`src/rtl/uart_rx_display_scroller_pkg.sv`:
```
// Shared types and helpers for the UART RX display scroller: display modes,
// capture FSM states and the ASCII-hex to nibble conversion.
package uart_rx_display_scroller_pkg;

    typedef enum logic [1:0] {
        MODE_SHIFT_UP   = 2'd0,
        MODE_SHIFT_DOWN = 2'd1,
        MODE_REPLACE    = 2'd2,
        MODE_RESERVED   = 2'd3
    } disp_mode_t;

    typedef enum logic [1:0] {
        CAP_IDLE     = 2'd0,
        CAP_ACK      = 2'd1,
        CAP_WAIT_LOW = 2'd2
    } cap_state_t;

    localparam logic [7:0] ERR_CNT_MAX = 8'hFF;

    // Non-hex characters map to zero so a garbled byte still shows something sane.
    function automatic logic [3:0] ascii2nib(input logic [7:0] c);
        logic [3:0] n;
        n = 4'h0;
        if (c >= 8'h30 && c <= 8'h39)
            n = 4'(c - 8'h30);
        else if (c >= 8'h41 && c <= 8'h46)
            n = 4'(c - 8'h37);
        else if (c >= 8'h61 && c <= 8'h66)
            n = 4'(c - 8'h57);
        return n;
    endfunction

endpackage

```
`src/rtl/uart_rx_display_scroller_if.sv`:
```
// Byte handshake between the UART core (master) and the display scroller (slave).
interface uart_rx_display_scroller_if #(
    parameter int DATA_W = 8
);
    logic [DATA_W-1:0] rx_data;
    logic              rx_flag;
    logic              rx_parity_error;
    logic              rx_flag_clr;

    modport master (
        output rx_data,
        output rx_flag,
        output rx_parity_error,
        input  rx_flag_clr
    );

    modport slave (
        input  rx_data,
        input  rx_flag,
        input  rx_parity_error,
        output rx_flag_clr
    );
endinterface

```
`src/rtl/seven_segment_decoder.sv`:
```
// Hex nibble to seven-segment pattern, seg = {g,f,e,d,c,b,a}, active-high.
module seven_segment_decoder (
    input  logic [3:0] nib,
    output logic [6:0] seg
);
    always_comb begin
        seg = 7'h00;
        case (nib)
            4'h0: seg = 7'h3F;
            4'h1: seg = 7'h06;
            4'h2: seg = 7'h5B;
            4'h3: seg = 7'h4F;
            4'h4: seg = 7'h66;
            4'h5: seg = 7'h6D;
            4'h6: seg = 7'h7D;
            4'h7: seg = 7'h07;
            4'h8: seg = 7'h7F;
            4'h9: seg = 7'h6F;
            4'hA: seg = 7'h77;
            4'hB: seg = 7'h7C;
            4'hC: seg = 7'h39;
            4'hD: seg = 7'h5E;
            4'hE: seg = 7'h79;
            4'hF: seg = 7'h71;
            default: seg = 7'h00;
        endcase
    end
endmodule

```
`src/rtl/uart_nibble_fifo.sv`:
```
// Small synchronous FIFO with flush; a push into a full FIFO is accepted only
// when a pop happens in the same cycle.
module uart_nibble_fifo #(
    parameter int WIDTH = 4,
    parameter int DEPTH = 8
) (
    input  logic                   clk,
    input  logic                   rst,
    input  logic                   push,
    input  logic                   pop,
    input  logic                   flush,
    input  logic [WIDTH-1:0]       wr_data,
    output logic [WIDTH-1:0]       rd_data,
    output logic                   full,
    output logic                   empty,
    output logic [$clog2(DEPTH):0] count
);
    localparam int AW = $clog2(DEPTH);

    logic [WIDTH-1:0] mem [DEPTH];
    logic [AW-1:0]    wr_ptr;
    logic [AW-1:0]    rd_ptr;
    logic             push_ok;
    logic             pop_ok;

    assign full    = (count == (AW+1)'(DEPTH));
    assign empty   = (count == '0);
    assign pop_ok  = pop && !empty;
    assign push_ok = push && (!full || pop_ok);
    assign rd_data = mem[rd_ptr];

    always_ff @(posedge clk or posedge rst) begin
        if (rst) begin
            wr_ptr <= '0;
            rd_ptr <= '0;
            count  <= '0;
        end else if (flush) begin
            wr_ptr <= '0;
            rd_ptr <= '0;
            count  <= '0;
        end else begin
            if (push_ok)
                wr_ptr <= wr_ptr + 1'b1;
            if (pop_ok)
                rd_ptr <= rd_ptr + 1'b1;
            case ({push_ok, pop_ok})
                2'b10:   count <= count + 1'b1;
                2'b01:   count <= count - 1'b1;
                default: count <= count;
            endcase
        end
    end

    // Storage needs no reset; pointers and count define what is valid.
    always_ff @(posedge clk) begin
        if (push_ok && !flush)
            mem[wr_ptr] <= wr_data;
    end
endmodule

```
`src/rtl/uart_rx_display_scroller.sv`:
```
// Acknowledges UART bytes, buffers their hex nibbles and scrolls them onto a
// row of seven-segment digits at a programmable tick rate.
//
//   state        | meaning
//   CAP_IDLE     | waiting for rx_flag; byte is evaluated on the cycle it is seen
//   CAP_ACK      | rx_flag_clr pulsed for this one cycle
//   CAP_WAIT_LOW | waiting for the UART core to drop rx_flag
module uart_rx_display_scroller
    import uart_rx_display_scroller_pkg::*;
#(
    parameter int DATA_W     = 8,
    parameter int N_DISP     = 6,
    parameter int FIFO_DEPTH = 8,
    parameter int SCROLL_DIV = 1
) (
    input  logic                        clk,
    input  logic                        rst,
    uart_rx_display_scroller_if.slave   rx_if,
    input  logic [1:0]                  mode,
    input  logic                        freeze,
    input  logic                        clear,
    output logic [N_DISP-1:0][6:0]      displays,
    output logic [$clog2(FIFO_DEPTH):0] fifo_count,
    output logic                        overflow,
    output logic [7:0]                  err_cnt
);
    localparam int TICK_W = (SCROLL_DIV > 1) ? $clog2(SCROLL_DIV) : 1;

    cap_state_t              cap_state_q;
    cap_state_t              cap_state_d;
    logic                    capture;
    logic                    push_req;
    logic                    pop_req;
    logic                    tick;
    logic [TICK_W-1:0]       tick_cnt;
    logic                    fifo_full;
    logic                    fifo_empty;
    logic [3:0]              pop_nib;
    logic [DATA_W-1:0]       rx_byte;
    logic [N_DISP-1:0][3:0]  digit_q;
    logic [N_DISP-1:0][3:0]  digit_d;

    assign rx_byte = rx_if.rx_data;

    always_ff @(posedge clk or posedge rst) begin
        if (rst)
            cap_state_q <= CAP_IDLE;
        else
            cap_state_q <= cap_state_d;
    end

    always_comb begin
        cap_state_d = cap_state_q;
        case (cap_state_q)
            CAP_IDLE:     if (rx_if.rx_flag) cap_state_d = CAP_ACK;
            CAP_ACK:      cap_state_d = CAP_WAIT_LOW;
            CAP_WAIT_LOW: if (!rx_if.rx_flag) cap_state_d = CAP_IDLE;
            default:      cap_state_d = CAP_IDLE;
        endcase
    end

    always_comb begin
        capture           = (cap_state_q == CAP_IDLE) && rx_if.rx_flag;
        rx_if.rx_flag_clr = (cap_state_q == CAP_ACK);
    end

    assign push_req = capture && !rx_if.rx_parity_error;
    assign pop_req  = tick && !freeze && !clear && !fifo_empty;

    // Free-running even under freeze so the scroll phase stays steady.
    assign tick = (tick_cnt == TICK_W'(SCROLL_DIV - 1));

    always_ff @(posedge clk or posedge rst) begin
        if (rst)
            tick_cnt <= '0;
        else if (tick)
            tick_cnt <= '0;
        else
            tick_cnt <= tick_cnt + 1'b1;
    end

    uart_nibble_fifo #(
        .WIDTH (4),
        .DEPTH (FIFO_DEPTH)
    ) u_fifo (
        .clk     (clk),
        .rst     (rst),
        .push    (push_req),
        .pop     (pop_req),
        .flush   (clear),
        .wr_data (ascii2nib(rx_byte[7:0])),
        .rd_data (pop_nib),
        .full    (fifo_full),
        .empty   (fifo_empty),
        .count   (fifo_count)
    );

    // A drop is only an overflow when no same-cycle pop made room.
    always_ff @(posedge clk or posedge rst) begin
        if (rst)
            overflow <= 1'b0;
        else if (clear)
            overflow <= 1'b0;
        else if (push_req && fifo_full && !pop_req)
            overflow <= 1'b1;
    end

    always_ff @(posedge clk or posedge rst) begin
        if (rst)
            err_cnt <= '0;
        else if (capture && rx_if.rx_parity_error && err_cnt != ERR_CNT_MAX)
            err_cnt <= err_cnt + 1'b1;
    end

    always_comb begin
        digit_d = digit_q;
        if (pop_req) begin
            case (disp_mode_t'(mode))
                MODE_SHIFT_DOWN: begin
                    for (int i = 0; i < N_DISP - 1; i++)
                        digit_d[i] = digit_q[i+1];
                    digit_d[N_DISP-1] = pop_nib;
                end
                MODE_REPLACE: begin
                    digit_d[0] = pop_nib;
                end
                default: begin
                    for (int i = N_DISP - 1; i >= 1; i--)
                        digit_d[i] = digit_q[i-1];
                    digit_d[0] = pop_nib;
                end
            endcase
        end
    end

    always_ff @(posedge clk or posedge rst) begin
        if (rst)
            digit_q <= '0;
        else if (clear)
            digit_q <= '0;
        else
            digit_q <= digit_d;
    end

    for (genvar g = 0; g < N_DISP; g++) begin : g_dec
        seven_segment_decoder u_dec (
            .nib (digit_q[g]),
            .seg (displays[g])
        );
    end
endmodule

```
`src/flat_wrapper.sv`:
```
// flat-port wrapper written by rule: the top's interface ports become plain ports
module uart_rx_display_scroller_flat import uart_rx_display_scroller_pkg::*;
#(
    parameter int DATA_W     = 8,
    parameter int N_DISP     = 6,
    parameter int FIFO_DEPTH = 8,
    parameter int SCROLL_DIV = 1
)
  (clk, rst, mode, freeze, clear, displays, fifo_count, overflow, err_cnt, rx_if_rx_data, rx_if_rx_flag, rx_if_rx_parity_error, rx_if_rx_flag_clr);
  uart_rx_display_scroller_if #(.DATA_W(DATA_W)) rx_if_i ();
  input  logic clk;
  input  logic rst;
  input  logic [1:0] mode;
  input  logic freeze;
  input  logic clear;
  output logic [N_DISP-1:0][6:0] displays;
  output logic [$clog2(FIFO_DEPTH):0] fifo_count;
  output logic overflow;
  output logic [7:0] err_cnt;
  input wire logic [$bits(rx_if_i.rx_data)-1:0] rx_if_rx_data;
  input wire logic [$bits(rx_if_i.rx_flag)-1:0] rx_if_rx_flag;
  input wire logic [$bits(rx_if_i.rx_parity_error)-1:0] rx_if_rx_parity_error;
  output wire logic [$bits(rx_if_i.rx_flag_clr)-1:0] rx_if_rx_flag_clr;
  assign rx_if_i.rx_data = rx_if_rx_data;
  assign rx_if_i.rx_flag = rx_if_rx_flag;
  assign rx_if_i.rx_parity_error = rx_if_rx_parity_error;
  assign rx_if_rx_flag_clr = rx_if_i.rx_flag_clr;
  uart_rx_display_scroller #(.DATA_W(DATA_W), .N_DISP(N_DISP), .FIFO_DEPTH(FIFO_DEPTH), .SCROLL_DIV(SCROLL_DIV)) u_core (.clk(clk), .rst(rst), .rx_if(rx_if_i), .mode(mode), .freeze(freeze), .clear(clear), .displays(displays), .fifo_count(fifo_count), .overflow(overflow), .err_cnt(err_cnt));
endmodule
```
`config.mk`:
```
export PLATFORM = sky130hd
export DESIGN_NAME = uart_rx_display_scroller_flat
export DESIGN_NICKNAME = d
export VERILOG_FILES = /design/src/rtl/uart_rx_display_scroller_pkg.sv /design/src/rtl/uart_rx_display_scroller_if.sv /design/src/rtl/seven_segment_decoder.sv /design/src/rtl/uart_nibble_fifo.sv /design/src/rtl/uart_rx_display_scroller.sv /design/src/flat_wrapper.sv
export SDC_FILE = /design/constraint.sdc
export NUM_CORES = 1
export LEC_CHECK = 0
export BUFFER_PORTS_ARGS = -buffer_cell sky130_fd_sc_hd__buf_2
export CAP_MARGIN = 0
export CORE_UTILIZATION = 52
export DETAILED_ROUTE_END_ITERATION = 16
export PLACE_DENSITY = 0.73
export SLEW_MARGIN = 30
export SYNTH_ARGS = -nofsm -noshare
export SYNTH_HDL_FRONTEND = slang
export SYNTH_HIERARCHICAL = 1
export SYNTH_SLANG_ARGS = --single-unit
```
`constraint.sdc`:
```
create_clock -name clk -period 3.23 [get_ports clk]
set_input_delay 0.646 -clock clk [delete_from_list [all_inputs] [get_ports clk]]
set_output_delay 0.646 -clock clk [all_outputs]
set_load 0.02 [all_outputs]
```
Word level (Yosys, flattened, before mapping)
Memory sizes are Yosys's and may differ from the RTL's. Index checks and enable logic that the tools add are counted.

$add $sub $neg: 9. $lt $le $gt $ge: 6. Equal/unequal tests: 11. Muxes and demuxes: 21. Bitwise gates (word level): 1. Reduce and logical (&&, ||, !) cells: 31.

Operators by type and width (number): $mux 24 (2); $pmux 20 s2 (1); $mux 4 (5); $ge 8x7->1 const B (2); $le 8x7->1 const B (2); $logic_and 1x1->1 (15); $mux 3 (4); $add 8x1->8 const B (1); $ge 8x6->1 const B (1); $le 8x6->1 const B (1); $ne 8x8->1 const B (1); $pmux 4 s2 (1); $reduce_bool 2->1 (4); $sub 4x1->4 const B (2); $sub 4x3->4 const B (2); $add 3x1->3 const B (2); $eq 2x1->1 const B (3); $eq 2x2->1 const B (3); $logic_not 1->1 (6); $ne 2x2->1 const B (3); $pmux 2 s3 (1); $mux 1 (5); $add 4x1->4 const B (1); $eq 4x4->1 const B (1); 8 further kinds (10).

Bits in registers: 46. RAM bits: 32. ROM bits: 672. Bits of input ports: 16. Output and inout port bits: 56. Word-level logic and storage cells: 99. Memories: 7.

Memories: (name not given) (words 16, bits a word 7, rd ports 1, clocked after memory_dff 0, wr ports 0, RTL line seven_segment_decoder.sv:8) `case (nib)`; (name not given) (words 16, bits a word 7, rd ports 1, clocked after memory_dff 0, wr ports 0, RTL line seven_segment_decoder.sv:8); (name not given) (words 16, bits a word 7, rd ports 1, clocked after memory_dff 0, wr ports 0, RTL line seven_segment_decoder.sv:8); (name not given) (words 16, bits a word 7, rd ports 1, clocked after memory_dff 0, wr ports 0, RTL line seven_segment_decoder.sv:8); (name not given) (words 16, bits a word 7, rd ports 1, clocked after memory_dff 0, wr ports 0, RTL line seven_segment_decoder.sv:8); (name not given) (words 16, bits a word 7, rd ports 1, clocked after memory_dff 0, wr ports 0, RTL line seven_segment_decoder.sv:8); 1 more memories.

Longest topological paths before layout
Word-level depth: 10. Depth in mapped cells: 13. Mapped depth without buffers: 11.

Hierarchy
The synthesis kept the hierarchy.

By module, submodules not included: uart_rx_display_scroller (instances 1, cells each 181, area an instance 1983.2 um2, sequential area each 875.8 um2); uart_nibble_fifo (instances 1, cells each 124, area an instance 1936.9 um2, sequential area each 1211.2 um2); seven_segment_decoder (u_core.g_dec[1].u_dec ...) (instances 4, cells each 33, area an instance 287.8 um2, sequential area each 0.0 um2); seven_segment_decoder (u_core.g_dec[2].u_dec) (instances 1, cells each 33, area an instance 295.3 um2, sequential area each 0.0 um2); seven_segment_decoder (u_core.g_dec[0].u_dec) (instances 1, cells each 33, area an instance 286.5 um2, sequential area each 0.0 um2).

Least setup slack after synthesis
Ideal clock, no wire load.

Path kind: flip-flop to flip-flop. Start point: reg u_core.u_fifo.count[0]. End point: reg u_core.u_fifo.count[3]. Setup time: 0.137 ns. Arrival: 2.697 ns. Required time: 3.093 ns. Slack: 0.396 ns. Stages on the path, launching flop included: 14. Buffers on the path: 2. Clock period less this slack: 2.834 ns. Cells stage by stage: dfrtp_1 or3_1 buf_6 nor2_1 or3_4 buf_6 inv_4 nor2b_1 nor2b_1 ha_1 a211oi_1 nor2_1 mux2i_1 a31oi_1.

Longest elaborated chain between the ends: 9. Elaborated cells between the ends (all ways): 15. Classes of those cells: 2 x add/sub; 3 x eq/ne; 2 x mux; 8 x reduce/logical.

Ends and longest elaborated chain: from (decl) (RTL line uart_nibble_fifo.sv:16) `output logic [$clog2(DEPTH):0] count`; from (signal assigned) (RTL line uart_nibble_fifo.sv:47) `2'b10: count <= count + 1'b1;`; from (signal assigned) (RTL line uart_nibble_fifo.sv:48) `2'b01: count <= count - 1'b1;`; from (signal assigned) (RTL line uart_nibble_fifo.sv:49) `default: count <= count;`; $logic_not 4->1 (*) (RTL line uart_nibble_fifo.sv:27) `assign empty = (count == '0);`; named net u_core.fifo_empty (RTL line uart_rx_display_scroller.sv:37) `logic fifo_empty;`; $logic_not 1->1 (*) (RTL line uart_rx_display_scroller.sv:68) `assign pop_req = tick && !freeze && !clear && !fifo_empty;`; $logic_and 1x1->1 (*) (RTL line uart_rx_display_scroller.sv:68); named net u_core.pop_req (RTL line uart_rx_display_scroller.sv:33) `logic pop_req;`; $logic_and 1x1->1 (*) (RTL line uart_nibble_fifo.sv:28) `assign pop_ok = pop && !empty;`; $logic_or 1x1->1 (RTL line uart_nibble_fifo.sv:29) `assign push_ok = push && (!full || pop_ok);`; $logic_and 1x1->1 (RTL line uart_nibble_fifo.sv:29); $eq 2x1->1 or $eq 2x2->1 (tied branches) (RTL line uart_nibble_fifo.sv:46) `case ({push_ok, pop_ok})`; $pmux 4 s2 (RTL line uart_nibble_fifo.sv:46); $mux 4 (RTL line uart_nibble_fifo.sv:37) `end else if (flush) begin`.

The timed path passes the listed nets; every way through them passes the cells marked *. A chain may end at the register's enable or synchronous reset.

Worst setup path after layout
Same ends and word-level chain as after synthesis.

==> impl_summary.md <==
Final layout
The area taken by multi-input logic gates is between 0.003 and 0.004 mm2. In the layout the commonest cells are 71 x sky130_fd_sc_hd__buf_2, 50 x sky130_fd_sc_hd__ha_1, 45 x sky130_fd_sc_hd__dfrtp_1, 41 x sky130_fd_sc_hd__mux2i_1, 35 x sky130_fd_sc_hd__inv_1. Of the cells placed in the final design, the portion with a size suffix greater than 1 is approximately 30%.

The antenna diode count is 0. The final net count is approximately 630. Leaving out fill and tap cells, the most frequent cell in the layout is sky130_fd_sc_hd__buf_2. The post-route cell area is 0.00620 mm2.

The sequential cells in the finished layout cover a total of 0.00209 mm2. The layout overhead on the synthesized area is 9.61%. The filler cell count in the final layout is between 800 and 900.

Timing
The sum of negative setup slack is 0 ns. Dividing the final minimum period by the clock period gives ~89%. The number of hold violations in the final report is 0. The relative max-transition margin is between 40% and 50%.

The number of max-slew violations in the final report is 0. The clock tree skew after final layout is roughly 0.013 ns. For the pin with the worst max-slew slack, the measured transition is between 0.7 and 0.8 ns. The timing-limited maximum frequency is roughly 350 MHz. Setup violations remaining at the end of the flow were counted as 0. Setup repair after global routing left no endpoint under its margin. The final critical-path required period is 2.87 ns.

Synthesis
The Yosys warning count is 6. Summing the sequential cell areas from Yosys gives approximately 37% of the chip area. Counting flops with a built-in enable in the synthesized netlist gives 32.

The post-synthesis cell count is 503. The most used flip-flop cell after synthesis is sky130_fd_sc_hd__dfrtp_1. Summed over all instances, the cell type with the most area after synthesis is sky130_fd_sc_hd__dfrtp_1. The net count of the mapped netlist is 570. In this run, distinct cell masters in the synthesized netlist total between 50 and 60. The top cell type by area accounts for 19.9% of the synthesized area. By area the synthesized netlist is led by sky130_fd_sc_hd__dfrtp_1 20%, sky130_fd_sc_hd__edfxtp_1 17%, sky130_fd_sc_hd__ha_1 11%, sky130_fd_sc_hd__mux2i_1 7.3%, sky130_fd_sc_hd__mux4_2 5.2%.

The flip-flop and latch count after synthesis is 77. The synthesized cell area is between 0.005 and 0.006 mm2. The proportion of synthesized flip-flops having asynchronous set or reset is 58.4%. Each instance of the synthesized netlist takes up on average 11.2 um2.

Clocking
Counting the buffers created by CTS gives 9. The TritonCTS clock tree is done. The later pin in the worst-skew pair is clocked with a latency of ~0.35 ns.

The hold buffer count at cts is 0. The clock edge transition at the registers on the reported setup and hold paths is roughly 0.09 ns. The number of levels in the clock H-tree is 3. The number of buffers on the longest clock path is 2.

The number of buffers added for setup after CTS is 0. The library cell used as clock root buffer is sky130_fd_sc_hd__clkbuf_8. CTS saw 77 sinks.

Drt
The count of nets left with antenna violations once routing finished came out at 0. The average vias per placed instance is between 5 and 6. The total wire length after detailed routing is approximately 11 mm. After detailed routing, the number of remaining DRC violations is 0. After the first detailed-routing iteration, the DRC count stood at around 230.

Before antenna repair, the detailed router went through 5 iterations. In the final routed layout, each cell accounts on average for ~15 um. Across all layers, the routed design uses slightly below 4,000 vias.

Setup path
For the worst setup path, the data required time is around 3.4 ns. The kind of cell adding the most delay to the critical path is simple AND/OR/NAND/NOR gates. The critical path capture point type is a flop.

The largest stage delay on the critical path is 0.50 ns. Data on the critical path arrives at its endpoint at approximately 3.1 ns. For this design, the slowest cell found on the critical path is sky130_fd_sc_hd__dfrtp_1. The type of the worst setup path is flop to flop. The highest fanout seen on the critical path is 10.

STA classifies the critical path startpoint as a flop. The critical path goes through or3_1 -> nor2_1 -> or3_4 -> inv_4 -> nor2b_1 -> nor2b_2 -> ha_1 -> a211oi_1 -> o21ai_0 -> o311ai_0 -> a31oi_1. The buffers plus inverters on the worst setup path is 1.

Place
Once detailed placement completed, the half-perimeter wirelength came to between 7 and 8 mm. The cell area after placement is about 0.0060 mm2. Buffers placed on the I/O ports in this run total 71. At the end of routability-driven placement, the weighted congestion stood at about 0.86.

Global route
The initial antenna violation count came to 0. The all-layer global routing usage is around 20%. Entering global routing, the biggest net connects between 40 and 50 pins. The first-pass GRT wire length is around 18 mm. The overflow left after global routing is 0.

The via count of the first global-routing pass is roughly 3,800.

Power and ir drop
The worst-case IR drop observed on VDD is around 0.23 mV. The total power after layout is ~2.2 mW. Power spread over the standard cell area amounts to around 360 mW/mm2. The static leakage is between 2 and 3 nW.

Die
The number of top-level pins is just over 70. After floorplanning, the core was sized to cover approximately 0.010 mm2. The floorplan die area is between 0.01 and 0.015 mm2. Once the floorplan was initialized, standard cells occupied between 50 and 60% of the core.

The die height is around 110 um. The floorplan row count is 37. The die outline width is around 110 um.

Status
The flow ran to the end, and the final reports show no timing, DRC or antenna violations.

Hold path
The worst hold path class is input pin to asynchronous set/reset pin.

Run
The tool flagged a number of max-cap violations equal to 0.
repair_timing:
| item | 4_1_cts | 5_1_grt |
|---|---|---|
| endpoints found under the hold margin | 0 | 0 |
| setup endpoints to repair | 0 | 1 |
| resized for setup | 0 | 1 |
layout make-up:
cell class                 instances  area share, %
tap                              136           2.75
timing repair buffer              81           6.95
clock inverter                     7          0.929
clock buffer                       9           2.00
multi-input combinational        355           51.1
inverter                          42           2.58
sequential                        77           33.7
synthesized netlist by cell type, types with 2 or more instances:
library cell and number:
sky130_fd_sc_hd__a211oi_1 2, sky130_fd_sc_hd__a21o_2 4, sky130_fd_sc_hd__a21oi_1 9, sky130_fd_sc_hd__a22oi_1 10, sky130_fd_sc_hd__a31oi_1 2, sky130_fd_sc_hd__and3_1 2, sky130_fd_sc_hd__buf_2 7, sky130_fd_sc_hd__buf_6 16
sky130_fd_sc_hd__clkbuf_1 5, sky130_fd_sc_hd__dfrtp_1 45, sky130_fd_sc_hd__edfxtp_1 32, sky130_fd_sc_hd__ha_1 50, sky130_fd_sc_hd__inv_1 36, sky130_fd_sc_hd__inv_2 5, sky130_fd_sc_hd__mux2_1 5, sky130_fd_sc_hd__mux2_2 22
sky130_fd_sc_hd__mux2i_1 41, sky130_fd_sc_hd__mux4_2 13, sky130_fd_sc_hd__nand2_1 27, sky130_fd_sc_hd__nand2b_1 7, sky130_fd_sc_hd__nand3_1 4, sky130_fd_sc_hd__nand3b_1 7, sky130_fd_sc_hd__nand4_1 3, sky130_fd_sc_hd__nor2_1 28
sky130_fd_sc_hd__nor2b_1 15, sky130_fd_sc_hd__nor3_1 13, sky130_fd_sc_hd__nor4b_1 2, sky130_fd_sc_hd__o211ai_1 5, sky130_fd_sc_hd__o21ai_0 21, sky130_fd_sc_hd__o31ai_1 5, sky130_fd_sc_hd__o31ai_2 20, sky130_fd_sc_hd__xnor2_1 7
sky130_fd_sc_hd__xor2_1 7
logic make-up (layout without fill, tap and decap cells):
family	after synthesis	in the layout	synth area share, %
adders and majority gates	51	51	11.4
muxes	83	83	18.5
DFF	77	77	36.9
and+or+nand+nor	117	117	10.7
AOI/OAI and AO/OA	90	90	13.2
xor gates and xnor gates	14	14	2.17
buffers and inverters	71	139	7.10
per-stage QoR:
step	setup slack [ns]	hold WS [ns]	util (%)	cells
final	0.357	0.284	59.5	707
after global routing	0.0656	0.301	59.5	707
after CTS	0.352	0.266	59.5	707
after detailed placement	0.265	0.486	57.7	691
after global placement	0.361	0.472	57.7	691
after floorplan	0.396	0.443	-	503
report_power, final:
part | internal (mW) | switching [mW] | total [mW] | leakage [nW]
Sequential | 1.07 | 0.0732 | 1.14 | 0.909
Combinational | 0.161 | 0.247 | 0.408 | 1.63
Clock | 0.289 | 0.379 | 0.669 | 0.0898
metal layers:
layer / track usage, % / wire, um / up-vias
li1: - / - / 1938
met1: 26.8 / 5030 / 1900
met2: 33.9 / 5400 / 75
met3: 3.31 / 322 / 10
met4: 5.26 / 88 / 0
met5: 0 / 0 / -
flip-flops by register name (all words and copies together) (netlist names):
| name | count |
|---|---|
| u_core/u_fifo/rd_ptr | 3 |
| u_core/overflow | 1 |
| u_core/u_fifo/mem | 32 |
| u_core/digit_q | 24 |
| u_core/u_fifo/wr_ptr | 3 |
| u_core/err_cnt | 8 |
| u_core/cap_state_q | 2 |
| u_core/u_fifo/count | 4 |
path summary, 6_finish.rpt:
path                            depth (start not counted)                     end  slack (ns)                    from
worst min register to register                          1   u_core/cap_state_q[0]        0.49   u_core/cap_state_q[0]
worst max-delay path                                   11  u_core/u_fifo/count[3]        0.36  u_core/u_fifo/count[0]
worst min-delay path                                    2  u_core/u_fifo/count[2]        0.28                     rst
min in group clk                                        1   u_core/cap_state_q[0]        0.49   u_core/cap_state_q[0]
max in group asynchronous                               3   u_core/cap_state_q[1]        2.34                     rst
worst max register to register                         11  u_core/u_fifo/count[3]        0.36  u_core/u_fifo/count[0]
worst register-to-register path, delay by kind of cell (launching register included):
family | cells | cell delay, ns
flops | 1 | 0.50
simple gates | 5 | 1.08
fa+ha+maj | 1 | 0.26
buf+inv | 1 | 0.14
compound gates | 4 | 0.75
Note: power is estimated with default switching activity, not from simulation.
